===== src/rtl/adder_pkg.sv =====
// Shared definitions for adder_pipe: flag bit positions, op encodings, flag vector type.
// The optional signed-saturation feature is enabled with the ADDER_SAT_EN macro.
package adder_pkg;
    localparam int FLAG_C = 3;
    localparam int FLAG_V = 2;
    localparam int FLAG_Z = 1;
    localparam int FLAG_N = 0;

    localparam logic OP_ADD = 1'b0;
    localparam logic OP_SUB = 1'b1;

    typedef logic [3:0] adder_flags_t;
endpackage


===== src/rtl/adder_chunk.sv =====
// One pipeline slice of adder_pipe: registers a CW-bit chunk sum and its carry-out.
// Holds its contents whenever en_i is low.
module adder_chunk #(
    parameter int CW = 8
) (
    input  logic          clk,
    input  logic          rst,
    input  logic          en_i,
    input  logic [CW-1:0] a_i,
    input  logic [CW-1:0] b_i,
    input  logic          c_i,
    output logic [CW-1:0] s_o,
    output logic          c_o
);
    logic [CW:0]   sum_d;
    logic [CW-1:0] s_q;
    logic          c_q;

    assign sum_d = {1'b0, a_i} + {1'b0, b_i} + {{CW{1'b0}}, c_i};

    always_ff @(posedge clk or posedge rst) begin
        if (rst) begin
            s_q <= '0;
            c_q <= 1'b0;
        end else if (en_i) begin
            s_q <= sum_d[CW-1:0];
            c_q <= sum_d[CW];
        end
    end

    assign s_o = s_q;
    assign c_o = c_q;
endmodule


===== src/rtl/adder_pipe.sv =====
// Pipelined add/sub with carry rippling one chunk per stage, valid/ready handshake and flags.
// Define ADDER_SAT_EN to add the sat port and signed saturation in the final stage.
module adder_pipe
    import adder_pkg::*;
#(
    parameter int WIDTH  = 16,
    parameter int STAGES = 2
) (
    input  logic             clk,
    input  logic             rst,
    input  logic             in_valid,
    output logic             in_ready,
    input  logic [WIDTH-1:0] a,
    input  logic [WIDTH-1:0] b,
    input  logic             op_sub,
    input  logic             cin,
`ifdef ADDER_SAT_EN
    input  logic             sat,
`endif
    output logic             out_valid,
    input  logic             out_ready,
    output logic [WIDTH-1:0] r,
    output adder_flags_t     flags
);
    localparam int CW = WIDTH / STAGES;

    logic                       adv;
    logic [WIDTH-1:0]           b_eff;
    logic [STAGES-1:0]          vld_q;
    logic [STAGES-1:0]          c_q;
    logic [STAGES-1:0][CW-1:0]  s_q;
    logic [WIDTH-1:0]           raw;
    logic [WIDTH-1:0]           res;
    logic                       am_q, bm_q;
    logic                       ovf;
`ifdef ADDER_SAT_EN
    logic [STAGES-1:0]          sat_q;
`endif

    // One advance signal for the whole pipe: bubbles hold too, so outputs stay frozen on stall.
    assign adv      = !out_valid || out_ready;
    assign in_ready = adv;
    assign b_eff    = (op_sub == OP_SUB) ? ~b : b;

    for (genvar k = 0; k < STAGES; k++) begin : stg
        logic [CW-1:0] ca, cb;
        logic          ci;

        if (k == 0) begin : g_src
            assign ca = a[CW-1:0];
            assign cb = b_eff[CW-1:0];
            assign ci = cin ^ op_sub;
            always_ff @(posedge clk or posedge rst) begin
                if (rst) begin
                    vld_q[k] <= 1'b0;
`ifdef ADDER_SAT_EN
                    sat_q[k] <= 1'b0;
`endif
                end else if (adv) begin
                    vld_q[k] <= in_valid;
`ifdef ADDER_SAT_EN
                    sat_q[k] <= sat;
`endif
                end
            end
        end else begin : g_src
            assign ca = stg[k-1].g_fwd.a_up_q[CW-1:0];
            assign cb = stg[k-1].g_fwd.b_up_q[CW-1:0];
            assign ci = c_q[k-1];
            always_ff @(posedge clk or posedge rst) begin
                if (rst) begin
                    vld_q[k] <= 1'b0;
`ifdef ADDER_SAT_EN
                    sat_q[k] <= 1'b0;
`endif
                end else if (adv) begin
                    vld_q[k] <= vld_q[k-1];
`ifdef ADDER_SAT_EN
                    sat_q[k] <= sat_q[k-1];
`endif
                end
            end
        end

        adder_chunk #(.CW(CW)) u_chunk (
            .clk  (clk),
            .rst  (rst),
            .en_i (adv),
            .a_i  (ca),
            .b_i  (cb),
            .c_i  (ci),
            .s_o  (s_q[k]),
            .c_o  (c_q[k])
        );

        // Operand chunks not yet summed ride along, shrinking by one chunk per stage.
        if (k < STAGES-1) begin : g_fwd
            localparam int UW = WIDTH - (k+1)*CW;
            logic [UW-1:0] a_up_d, b_up_d, a_up_q, b_up_q;
            if (k == 0) begin : g_d
                assign a_up_d = a[WIDTH-1:CW];
                assign b_up_d = b_eff[WIDTH-1:CW];
            end else begin : g_d
                assign a_up_d = stg[k-1].g_fwd.a_up_q[UW+CW-1:CW];
                assign b_up_d = stg[k-1].g_fwd.b_up_q[UW+CW-1:CW];
            end
            always_ff @(posedge clk or posedge rst) begin
                if (rst) begin
                    a_up_q <= '0;
                    b_up_q <= '0;
                end else if (adv) begin
                    a_up_q <= a_up_d;
                    b_up_q <= b_up_d;
                end
            end
        end

        if (k > 0) begin : g_lo
            logic [k*CW-1:0] lo_d, lo_q;
            if (k == 1) begin : g_lod
                assign lo_d = s_q[0];
            end else begin : g_lod
                assign lo_d = {s_q[k-1], stg[k-1].g_lo.lo_q};
            end
            always_ff @(posedge clk or posedge rst) begin
                if (rst)      lo_q <= '0;
                else if (adv) lo_q <= lo_d;
            end
        end

        if (k == STAGES-1) begin : g_last
            // Operand sign bits are kept for the overflow test after the last chunk lands.
            always_ff @(posedge clk or posedge rst) begin
                if (rst) begin
                    am_q <= 1'b0;
                    bm_q <= 1'b0;
                end else if (adv) begin
                    am_q <= ca[CW-1];
                    bm_q <= cb[CW-1];
                end
            end
            if (k == 0) begin : g_raw
                assign raw = s_q[k];
            end else begin : g_raw
                assign raw = {s_q[k], g_lo.lo_q};
            end
        end
    end

    assign ovf = (am_q == bm_q) && (raw[WIDTH-1] != am_q);

`ifdef ADDER_SAT_EN
    assign res = (sat_q[STAGES-1] && ovf)
               ? (am_q ? {1'b1, {(WIDTH-1){1'b0}}} : {1'b0, {(WIDTH-1){1'b1}}})
               : raw;
`else
    assign res = raw;
`endif

    assign r         = res;
    assign out_valid = vld_q[STAGES-1];

    always_comb begin
        flags = '0;
        if (out_valid) begin
            flags[FLAG_C] = c_q[STAGES-1];
            flags[FLAG_V] = ovf;
            flags[FLAG_Z] = (res == '0);
            flags[FLAG_N] = res[WIDTH-1];
        end
    end
endmodule

===== config.mk =====
export PLATFORM = sky130hd
export DESIGN_NAME = adder_pipe
export DESIGN_NICKNAME = d
export VERILOG_FILES = /design/src/rtl/adder_pkg.sv /design/src/rtl/adder_chunk.sv /design/src/rtl/adder_pipe.sv
export SDC_FILE = /design/constraint.sdc
export NUM_CORES = 1
export LEC_CHECK = 0
export ABC_AREA = 1
export BUFFER_PORTS_ARGS = -buffer_cell sky130_fd_sc_hd__buf_2
export CAP_MARGIN = 20
export CORE_MARGIN = 2
export CORE_UTILIZATION = 40
export DETAILED_ROUTE_END_ITERATION = 7
export PLACE_DENSITY = 0.72
export SYNTH_ARGS = -nofsm -noshare
export SYNTH_HDL_FRONTEND = slang
export SYNTH_SLANG_ARGS = --single-unit

===== constraint.sdc =====
create_clock -name clk -period 2.3 [get_ports clk]
set_input_delay 0.46 -clock clk [delete_from_list [all_inputs] [get_ports clk]]
set_output_delay 0.46 -clock clk [all_outputs]
set_load 0.005 [all_outputs]

## After elaboration in Yosys (flattened, before gate mapping)

Index checks and enable logic that the tools add are counted.
Widths: inputs -> output; s select.

- $add $sub $neg: 4
- Bitwise logic cells: 2
- Multiplexer cells: 2
- Reductions and logical operators: 4
- Eq/ne operators: 2

Operators by type and width:

| cell | count |
|---|---|
| $add 8x8->9 | 2 |
| $add 9x1->9 | 2 |
| $logic_not 16->1 | 1 |
| $mux 16 | 1 |
| $not 16->16 | 1 |
| $mux 4 | 1 |
| $eq 1x1->1 | 1 |
| $logic_and 1x1->1 | 1 |
| $logic_not 1->1 | 1 |
| $logic_or 1x1->1 | 1 |
| $ne 1x1->1 | 1 |
| $xor 1x1->1 | 1 |

- Word-level logic and storage cells: 25
- Output and inout port bits: 22
- Bits in registers: 46
- Bits of input ports: 38

## Longest topological paths before layout

Gate-level depths: netlist of run 1.

- Depth after elaboration: 4
- Mapped depth: 14
- Mapped depth without buffers: 12

## Modules after synthesis

From an unflattened synthesis of run 1, not the netlist that was laid out.

- Cell total of the unflattened synthesis: 344
- Area total of the unflattened synthesis: 2854.0 µm²

Modules (own cells, without submodules):

| module | sequential area each (µm²) | times used | cells an instance | area an instance (µm²) |
|---|---|---|---|---|
| adder_pipe | 700.7 | 1 | 158 | 1425.1 |
| adder_chunk at stg[1].u_chunk | 225.2 | 1 | 93 | 728.2 |
| adder_chunk at stg[0].u_chunk | 225.2 | 1 | 93 | 700.7 |

## Least setup slack after synthesis of run 1

No wires, ideal clock.

- Path kind: input port to flip-flop
- Start point: input op_sub
- End point: register stg[0].u_chunk.s_q[6]
- Data arrival time: 2055 ps
- Setup time: 117 ps
- Data required time: 2183 ps
- Slack: 128 ps
- Buffers on the path: 2
- Stages: 14
- Cells stage by stage: buf_4 -> buf_6 -> xor2_1 -> fa_1 -> inv_1 -> fa_1 -> inv_1 -> nand2_1 -> nand2_1 -> nand3b_1 -> nand2_1 -> nand2_1 -> nand3_1 -> nand2_1

- Word-level cells in the longest chain between the ends: 3
- Elaborated cells on any way between the ends: 4
- Classes of those cells: add/sub (2); mux (1); bitwise (1)

Ends and longest elaborated chain:

| element | RTL line | text |
|---|---|---|
| from (decl) | adder_pipe.sv:15 | `input logic op_sub,` |
| $mux 16 | adder_pipe.sv:43 | `assign b_eff = (op_sub == OP_SUB) ? ~b : b;` |
| $add 8x8->9 | adder_chunk.sv:19 | `assign sum_d = {1'b0, a_i} + {1'b0, b_i} + {{CW{1'b0}}, c_i};` |
| $add 9x1->9 * | adder_chunk.sv:19 |  |
| to (signal assigned) | adder_chunk.sv:26 | `s_q <= sum_d[CW-1:0];` |
| to (decl) | adder_chunk.sv:16 | `logic [CW-1:0] s_q;` |

Every way passes the cells marked *; elsewhere a longest branch is shown, timed or not.
A chain may end at the register's enable or synchronous reset.

## Final worst setup path of run 1

- Start point: register stg[1].u_chunk.s_q[7]
- End point: output flags[1]

- Word-level cells in the longest chain between the ends: 2

Ends and longest elaborated chain:

| element | RTL line | text |
|---|---|---|
| from (decl) | adder_chunk.sv:16 |  |
| from (signal assigned) | adder_chunk.sv:26 |  |
| $logic_not 16->1 | adder_pipe.sv:168 | `flags[FLAG_Z] = (res == '0);` |
| $mux 4 | adder_pipe.sv:165 | `if (out_valid) begin` |
| to (decl) | adder_pipe.sv:23 | `output adder_flags_t flags` |

No other way between the ends.

==> impl_metrics.ini, run 1 <==
[layout]
antenna_cells = 0
area_delta_synth_final_pct = 16.01
final_nets = 448
layout-drive-gt1-share_pct = 19.59

[clocking]
numClockSinks = 46
cts_tree = built
cts_resized = 0
cts_buffers = 5
insertion_delay_ps = 300
hold_buffers = 0
clk_pin_slew_ps = 90
clk_path_buf_depth = 2
post-cts-setup-buffer-count = 0
cts_root_buf = clkbuf_8
h-tree-depth = 2

[worst_setup_path]
critical-path-max-stage-delay_ps = 440
end_kind = primary output
critPathLaunch = stg[1].u_chunk.s_o[7]$_DFFE_PP0P_
cp_slowest_cell = dfrtp_1
critPathMaxFanout = 5
r2r-start = stg[0].g_fwd.a_up_q[0]$_DFFE_PP0P_
reg2reg_depth = 8
required_ps = 1840
path_class = reg -> out
worst_setup_path_start_kind = flip-flop
cp.arrival_ps = 1550
cp_cell_sequence = nor4_1 -> nand3_1 -> nor2_1 -> buf_2

[drt]
route.detailed.drc = 0
drt_iter0_markers = 89
ant_nets = 0
firstDrtPassIters = 4
vias = 2222
totalWireLength_mm = 5.473
wl_per_cell_um = 11.64
vias_per_cell = 4.728

[pwr]
power_density_nw_per_um2 = 854.1
p_leak_nw = 1.715
swShare_pct = 35.16
power.share.clock_pct = 22.5
seq_power_share_pct = 44.7
max-vdd-ir-drop_mv = 0.2876
combPwrFrac_pct = 32.8
p_int_mw = 1.727
p_sw_mw = 0.9367

[logic_synthesis]
synth.distinct_cells = 23
ys_ff_latch = 46
synth.avg_cell_area_um2 = 8.099
synth.area.top_cells = dfrtp_1 43%, nand2_1 19%, ha_1 6.5%
netlist.area_leader.share_pct = 42.81
syn_area_um2 = 2689
syn_inst = 332
seq_area_frac_synth_pct = 42.81
synth_nets = 388
ys_warn_count = 0
synth_area_leader_cell = dfrtp_1

[grt]
first_global_vias = 2162
grt_pass1_wl_mm = 9.508
grt-ovfl-total = 0
gr-usage-all-layers_pct = 16.05
grt_start_max_net_pins = 56
antenna_found_initial = 0

[floorplan]
io_pins = 60
die_x_um = 85.99
rows = 29
die_y_um = 85.99
die_area_um2 = 7394
initial_core_util_pct = 41.87
core_area_um2 = 6422

[sta]
hold_viol_final = 0
fin_crit_sh_pct = 87.50
fin_crit_ps = 2012
setup_violations = 0
fin_ws_ps = 287.6
worstMarginPinSlew_ps = 572.0
rsz0062_at_grt = false
max-slew-margin-rel_pct = 61.87
tns_ps = 0
skew_ps = 9.606
timing.fmax_ghz = 0.4969
drv_slew = 0

[worst_hold_path]
hp-class = in -> async

[run_status]
status = completed

[job]
maxCapViolations = 0

[placed_design]
io_buffers = 59
pre_cts_slack_ps = 144.7
dp_hpwl_mm = 4.023
gp_congestion = 0.8173
-- power by group through the flow --
| stage | sequential (mW) | clock, mW | combinational [mW] |
|---|---|---|---|
| floorplan | 1.18 | 0 | 0.607 |
| global placement | 1.20 | 0 | 0.859 |
| detailed placement | 1.21 | 0 | 0.881 |
| CTS | 1.19 | 0.609 | 0.888 |
| global route | 1.22 | 0.642 | 1.02 |
| finish | 1.19 | 0.600 | 0.873 |
-- synthesized netlist by cell type, drive strengths merged --
cell type,number
o21ai,19
nor3,2
a21oi,8
ha,14
xnor2,10
fa,4
dfrtp,46
nand3b,5
nand3,17
inv,30
or2,1
nor4,3
a211oi,1
xor2,11
nand2,137
nor2,13
buf,11
-- flip-flops by register name, summed over array words and instances (netlist names) --
signal	count
vld_q	1
stg.g_fwd.b_up_q	8
bm_q	1
stg.u_chunk.s_o	16
am_q	1
stg.u_chunk.c_o	2
stg.g_fwd.a_up_q	8
stg.g_lo.lo_q	8
out_valid	1
-- worst paths after layout --
path,end,slack [ps]
setup / recovery,flags[1],290
hold / removal,stg[0].g_fwd.b_up_q[6]$_DFFE_PP0P_,280
setup reg to reg,stg[1].u_chunk.s_o[6]$_DFFE_PP0P_,360
hold reg to reg,out_valid$_DFFE_PP0P_,460
max in group asynchronous,stg[1].g_lo.lo_q[0]$_DFFE_PP0P_,1620
min in group clk,stg[0].g_fwd.a_up_q[6]$_DFFE_PP0P_,340
-- final cells by class --
cell class | count | area (um2)
inverters | 30 | 112.6
clock inverters | 3 | 40.04
flip-flops and latches | 46 | 1151
fillers | 656 | 3303
well taps | 77 | 96.34
repair buffers | 64 | 332.8
multi-input cells | 245 | 1318
clock buffers | 5 | 68.82
-- metrics by stage --
stage / hold WS [ps] / util, % / cells / total power [mW] / area [um2]
4_1_cts: 314.0 / 48.57 / 470 / 2.689 / 3119
6_report: 281.5 / 48.57 / 470 / 2.664 / 3119
3_5_place_dp: 449.2 / 46.87 / 462 / 2.089 / 3010
3_3_place_gp: 436.2 / 46.87 / 462 / 2.058 / 3010
2_1_floorplan: 419.6 / - / 332 / 1.783 / 2689
5_1_grt: 342.0 / 48.57 / 470 / 2.883 / 3119
-- layout by cell type, fill, tap and decap left out, drive strengths merged --
cell / Yosys / layout
or2: 1 / 1
fa: 4 / 4
a21oi: 8 / 8
clkinv: 0 / 3
nand2: 137 / 137
nand3: 17 / 17
nor3: 2 / 2
nor2: 13 / 13
bufinv: 0 / 1
xnor2: 10 / 10
nand3b: 5 / 5
nor4: 3 / 3
a211oi: 1 / 1
inv: 30 / 29
buf: 11 / 64
ha: 14 / 14
xor2: 11 / 11
dfrtp: 46 / 46
clkbuf: 0 / 5
o21ai: 19 / 19
-- cells by family (layout without fill, tap and decap cells) --
kind of cell	Yosys count	in the layout	synth area share [%]
fa+ha+maj	18	18	9.493
xor+xnor	21	21	6.840
flops	46	46	42.81
simple gates	178	178	27.08
buf+inv	41	102	8.190
compound gates	28	28	5.584
-- critical path, delay by kind of cell (launching register included) --
kind | cells | cell delay (ps)
AND/OR/NAND/NOR | 3 | 680
buffers and inverters | 1 | 140
flip-flops | 1 | 440
-- routing by layer --
| metal | share of wire, % | vias to the layer above | global-route usage, % |
|---|---|---|---|
| met5 | 0 | - | 0 |
| li1 | - | 1158 | - |
| met2 | 49 | 46 | 27.48 |
| met1 | 45 | 1012 | 20.21 |
| met4 | 1.3 | 0 | 5.483 |
| met3 | 4.7 | 6 | 3.176 |
Power figures use the tool's default switching activity.
==> run 2: changes to the inputs <==
CTS_BUF_LIST = sky130_fd_sc_hd__clkbuf_16   (was not set)
==> run 2 against run 1 <==
Fmax is 1.3% higher; clock power up 35%; critical path depth is the same; critical endpoint unchanged; wire length up 0.84%; via count grew 0.27%; power increased by 8.0%; sequential power about the same; register-to-register slack about the same; worst hold slack improved by 30 ps; worst setup slack improved by 27 ps; global-route usage is 0.054 points lower.
==> impl_metrics.ini, run 2 (same netlist as run 1, synthesis figures left out) <==
[grt]
grt-ovfl-total = 0
gr-usage-all-layers_pct = 16.00
use_met2_pct = 27.77
grt_use_met3_pct = 3.176
use_met1_pct = 19.99
first_global_vias = 2179
grt_most_used_layer = met2
grt_start_max_net_pins = 56
antenna_found_initial = 0
grt_pass1_wl_mm = 9.473

[worst_setup_path]
required_ps = 1840
path_delay_family = simple AND/OR/NAND/NOR gates
r2r-start = stg[0].g_fwd.a_up_q[0]$_DFFE_PP0P_
r2r-end = stg[1].u_chunk.s_o[6]$_DFFE_PP0P_
rrSetupSlack_ps = 360
cp_slowest_cell = dfrtp_1
end_kind = primary output
reg2reg_depth = 8
critPathMaxFanout = 5
cp_cell_sequence = nor4_1 -> nand3_1 -> nor2_1 -> buf_2
critical-path-max-stage-delay_ps = 430
path_class = reg -> out
cp.arrival_ps = 1530
worst_setup_path_start_kind = flip-flop
cp_num_buf_inv = 1

[floorplan]
die_area_um2 = 7394
rows = 29
die_y_um = 85.99
io_pins = 60
die_x_um = 85.99
initial_core_util_pct = 41.87
core_area_um2 = 6422

[pwr]
swShare_pct = 33.37
seq_power_share_pct = 41.4
p_sw_mw = 0.9603
combPwrFrac_pct = 30.4
max-vdd-ir-drop_mv = 0.3044
p_int_mw = 1.918
power_density_nw_per_um2 = 906.3
p_leak_nw = 1.740
power.share.clock_pct = 28.2

[placed_design]
gp_congestion = 0.8173
io_buffers = 59
dp_hpwl_mm = 4.023
pre_cts_slack_ps = 144.7

[clocking]
numClockSinks = 46
insertion_delay_ps = 280
cts_root_buf = clkbuf_16
cts_tree = built
post-cts-setup-buffer-count = 0
h-tree-depth = 2
clk_path_buf_depth = 2
hold_buffers = 0
cts_buffers = 5
cts_resized = 0
clk_pin_slew_ps = 60

[layout]
area_delta_synth_final_pct = 18.10
fin_util_pct = 49.44
layout_common_cells = 137 x nand2_1, 59 x buf_2, 46 x dfrtp_1, 27 x inv_1, 17 x nand3_1
largest_register_ff_count = 16
num-fill-cells = 650
antenna_cells = 0
regArea_um2 = 1151
final_nets = 448
multi_input_area_um2 = 1318
layout_commonest_cell = nand2_1
layout-drive-gt1-share_pct = 19.59

[sta]
hold_viol_final = 0
setup_violations = 0
fin_ws_ps = 314.3
fin_crit_sh_pct = 86.34
drv_slew = 0
worstMarginPinSlew_ps = 578.1
skew_ps = 5.842
max-slew-margin-rel_pct = 61.46
timing.fmax_ghz = 0.5036
rsz0062_at_grt = false
tns_ps = 0
fin_crit_ps = 1986

[drt]
vias_per_cell = 4.740
drt_iter0_markers = 80
ant_nets = 0
firstDrtPassIters = 4
vias = 2228
route.detailed.drc = 0
totalWireLength_mm = 5.519
wl_per_cell_um = 11.74

[job]
maxCapViolations = 0

[run_status]
status = completed

[worst_hold_path]
hp-class = in -> async
-- run 2: cell counts in the layout (fill, tap and decap cells not counted) --
Identical to the previous run, type by type.
-- run 2: power groups by stage --
stage | Sequential (mW) | Clock [mW] | Combinational (mW)
2_1_floorplan | 1.18 | 0 | 0.607
3_3_place_gp | 1.20 | 0 | 0.859
3_5_place_dp | 1.21 | 0 | 0.881
4_1_cts | 1.20 | 0.818 | 0.888
5_1_grt | 1.23 | 0.850 | 1.02
6_report | 1.19 | 0.810 | 0.875
-- run 2: metrics by stage --
stage / cells / hold slack [ps] / instance area [um2] / power (mW)
global placement: 462 / 436.2 / 3010 / 2.058
global route: 470 / 368.5 / 3176 / 3.095
finish: 470 / 311.6 / 3176 / 2.878
CTS: 470 / 337.9 / 3176 / 2.902
detailed placement: 462 / 449.2 / 3010 / 2.089
floorplan: 332 / 419.6 / 2689 / 1.783
-- run 2: final cells by class --
| cell class | count | share of cell area [%] |
|---|---|---|
| Timing Repair Buffer | 64 | 10.48 |
| Clock buffer | 5 | 3.940 |
| Inverter | 30 | 3.546 |
| Clock inverter | 3 | 1.261 |
| Sequential cell | 46 | 36.25 |
| Tap cell | 77 | 3.034 |
| Multi-Input combinational cell | 245 | 41.49 |
-- run 2: how the worst max path moves through the flow --
stage | from | endpoint | cells past startpoint
finish | stg[1].u_chunk.s_o[7]$_DFFE_PP0P_ | flags[1] | 4
global route | stg[1].u_chunk.s_o[7]$_DFFE_PP0P_ | flags[1] | 4
CTS | stg[1].u_chunk.s_o[7]$_DFFE_PP0P_ | flags[1] | 4
detailed placement | op_sub | stg[0].u_chunk.s_o[6]$_DFFE_PP0P_ | 13
global placement | op_sub | stg[0].u_chunk.s_o[6]$_DFFE_PP0P_ | 13
floorplan | op_sub | stg[0].u_chunk.s_o[6]$_DFFE_PP0P_ | 14
-- run 2: routing by layer --
| layer | share of wire [%] | vias up |
|---|---|---|
| met4 | 1.2 | 0 |
| met2 | 48 | 45 |
| met5 | 0 | - |
| li1 | - | 1160 |
| met1 | 46 | 1019 |
| met3 | 4.3 | 4 |
-- run 2: tightest hold or removal path, cell delays in order --
cell and delay, ps:
buf_2 100, clkinv_1 30, buf_4 470
==> run 3: changes to the inputs <==
CORE_UTILIZATION = 54   (was 40)
PLACE_DENSITY = 0.9   (was 0.72)
==> run 3 against run 2 <==
Utilization increased by 17 points; sequential power barely moved; flip-flop and latch count unchanged; worst setup slack better by 30 ps; sequential share of layout area rose by 0.23 points; first-iteration DRC count up 110%; clock skew rose by 0.53 ps; critical path depth is 5 higher; cell area shrank 0.63%; power fell by 2.9%; count of clock-buffer cells in the layout stayed put; register-to-register slack lost 20 ps; critical endpoint is now stg[1].u_chunk.s_o[6]$_DFFE_PP0P_.
==> impl_metrics.ini, run 3 (same netlist as run 1, synthesis figures left out) <==
[clocking]
hold_buffers = 0
insertion_delay_ps = 290
cts_root_buf = clkbuf_16
numClockSinks = 46
h-tree-depth = 2
cts_tree = built
clk_path_buf_depth = 2
cts_buffers = 5
clk_pin_slew_ps = 70
cts_resized = 0
post-cts-setup-buffer-count = 0

[worst_setup_path]
critPathMaxFanout = 2
cp_slowest_cell = fa_1
cp_common_cell = nand2_1
required_ps = 2520
worst_setup_path_start_kind = flip-flop
path_class = reg -> reg
r2r-start = stg[0].g_fwd.a_up_q[0]$_DFFE_PP0P_
critPathLaunch = stg[0].g_fwd.a_up_q[0]$_DFFE_PP0P_
end_kind = flip-flop
cp_cell_sequence = fa_1 -> fa_1 -> nand2_1 -> nand3_1 -> nand3_1 -> nand2_1 -> nand2_1 -> nand3_1 -> nand2_1
critical-path-max-stage-delay_ps = 460
cp.arrival_ps = 2170

[placed_design]
gp_congestion = 0.8457
dpl.cell_count = 452
dp_hpwl_mm = 4.136
pre_cts_slack_ps = 169.5
io_buffers = 59
place_area_um2 = 3010

[pwr]
p_leak_nw = 1.729
max-vdd-ir-drop_mv = 0.3623
fin_total_pwr_mw = 2.794
power_density_nw_per_um2 = 885.5

[sta]
fin_crit_ps = 1955
rsz0062_at_grt = false
hold_ws_ps = 200.2
setup_violations = 0
max-slew-margin-rel_pct = 50.29
tns_ps = 0
worstMarginPinSlew_ps = 741.1
drv_slew = 0
skew_ps = 6.368
hold_viol_final = 0
fin_ws_ps = 344.6
fin_crit_sh_pct = 85.02
timing.fmax_ghz = 0.5114

[layout]
fin_util_pct = 66.37
antenna_cells = 0
layout_commonest_cell = nand2_1
largest_register_ff_count = 16
num-fill-cells = 418
layout-drive-gt1-share_pct = 19.34
area_delta_synth_final_pct = 17.36
final_area_um2 = 3156
layout_common_cells = 137 x nand2_1, 59 x buf_2, 46 x dfrtp_1, 27 x inv_1, 17 x nand3_1
stdcell_count = 460
final_nets = 448

[floorplan]
io_pins = 60
die_x_um = 74.57
initial_core_util_pct = 56.55
die_y_um = 74.57
rows = 25
die_area_um2 = 5560
core_area_um2 = 4755

[grt]
grt_pass1_wl_mm = 9.308
gr-usage-all-layers_pct = 21.84
first_global_vias = 2253
antenna_found_initial = 0
grt-ovfl-total = 0
grt_start_max_net_pins = 56

[job]
maxCapViolations = 0

[drt]
totalWireLength_mm = 5.552
vias = 2299
firstDrtPassIters = 4
ant_nets = 0
wl_per_cell_um = 12.07
route.detailed.drc = 0
drt_iter0_markers = 165
vias_per_cell = 4.998

[run_status]
status = completed

[worst_hold_path]
hp-class = in -> async
-- run 3: worst max-delay path: cells and delay by family, from the launching register on --
kind / cells / cell delay, ps
fa+ha+maj: 2 / 860
flops: 1 / 400
simple gates: 7 / 620
-- run 3: layout make-up --
class | instances | area (um2) | share of cell area, %
Multi-Input combinational cell | 245 | 1318 | 41.75
Clock buffer | 5 | 125.1 | 3.965
Timing Repair Buffer | 64 | 345.3 | 10.94
Tap cell | 67 | 83.83 | 2.657
Inverter | 30 | 112.6 | 3.569
Clock inverter | 3 | 20.02 | 0.6344
Sequential cell | 46 | 1151 | 36.48
-- run 3: worst paths after layout --
kind,end,slack [ps],cells after the start
setup / recovery,stg[1].u_chunk.s_o[6]$_DFFE_PP0P_,340,9
hold reg to reg,out_valid$_DFFE_PP0P_,460,2
min in group clk,stg[0].g_fwd.a_up_q[0]$_DFFE_PP0P_,360,3
setup reg to reg,stg[1].u_chunk.s_o[6]$_DFFE_PP0P_,340,9
max in group asynchronous,am_q$_DFFE_PP0P_,1570,3
hold / removal,stg[0].g_fwd.b_up_q[4]$_DFFE_PP0P_,200,2
-- run 3: layer usage --
metal	wire, um	GRT usage (%)	up-vias
met3	271	5.014	7
met4	85	8.135	0
met5	0	0	-
li1	-	-	1154
met1	2396	25.97	1068
met2	2799	38.54	70
-- run 3: where the power goes --
| part | switching, mW | internal (mW) | leakage [nW] | total [mW] |
|---|---|---|---|---|
| logic | 0.511 | 0.389 | 1.11 | 0.900 |
| registers | 0.168 | 1.02 | 0.550 | 1.19 |
| clock network | 0.302 | 0.402 | 0.0679 | 0.704 |
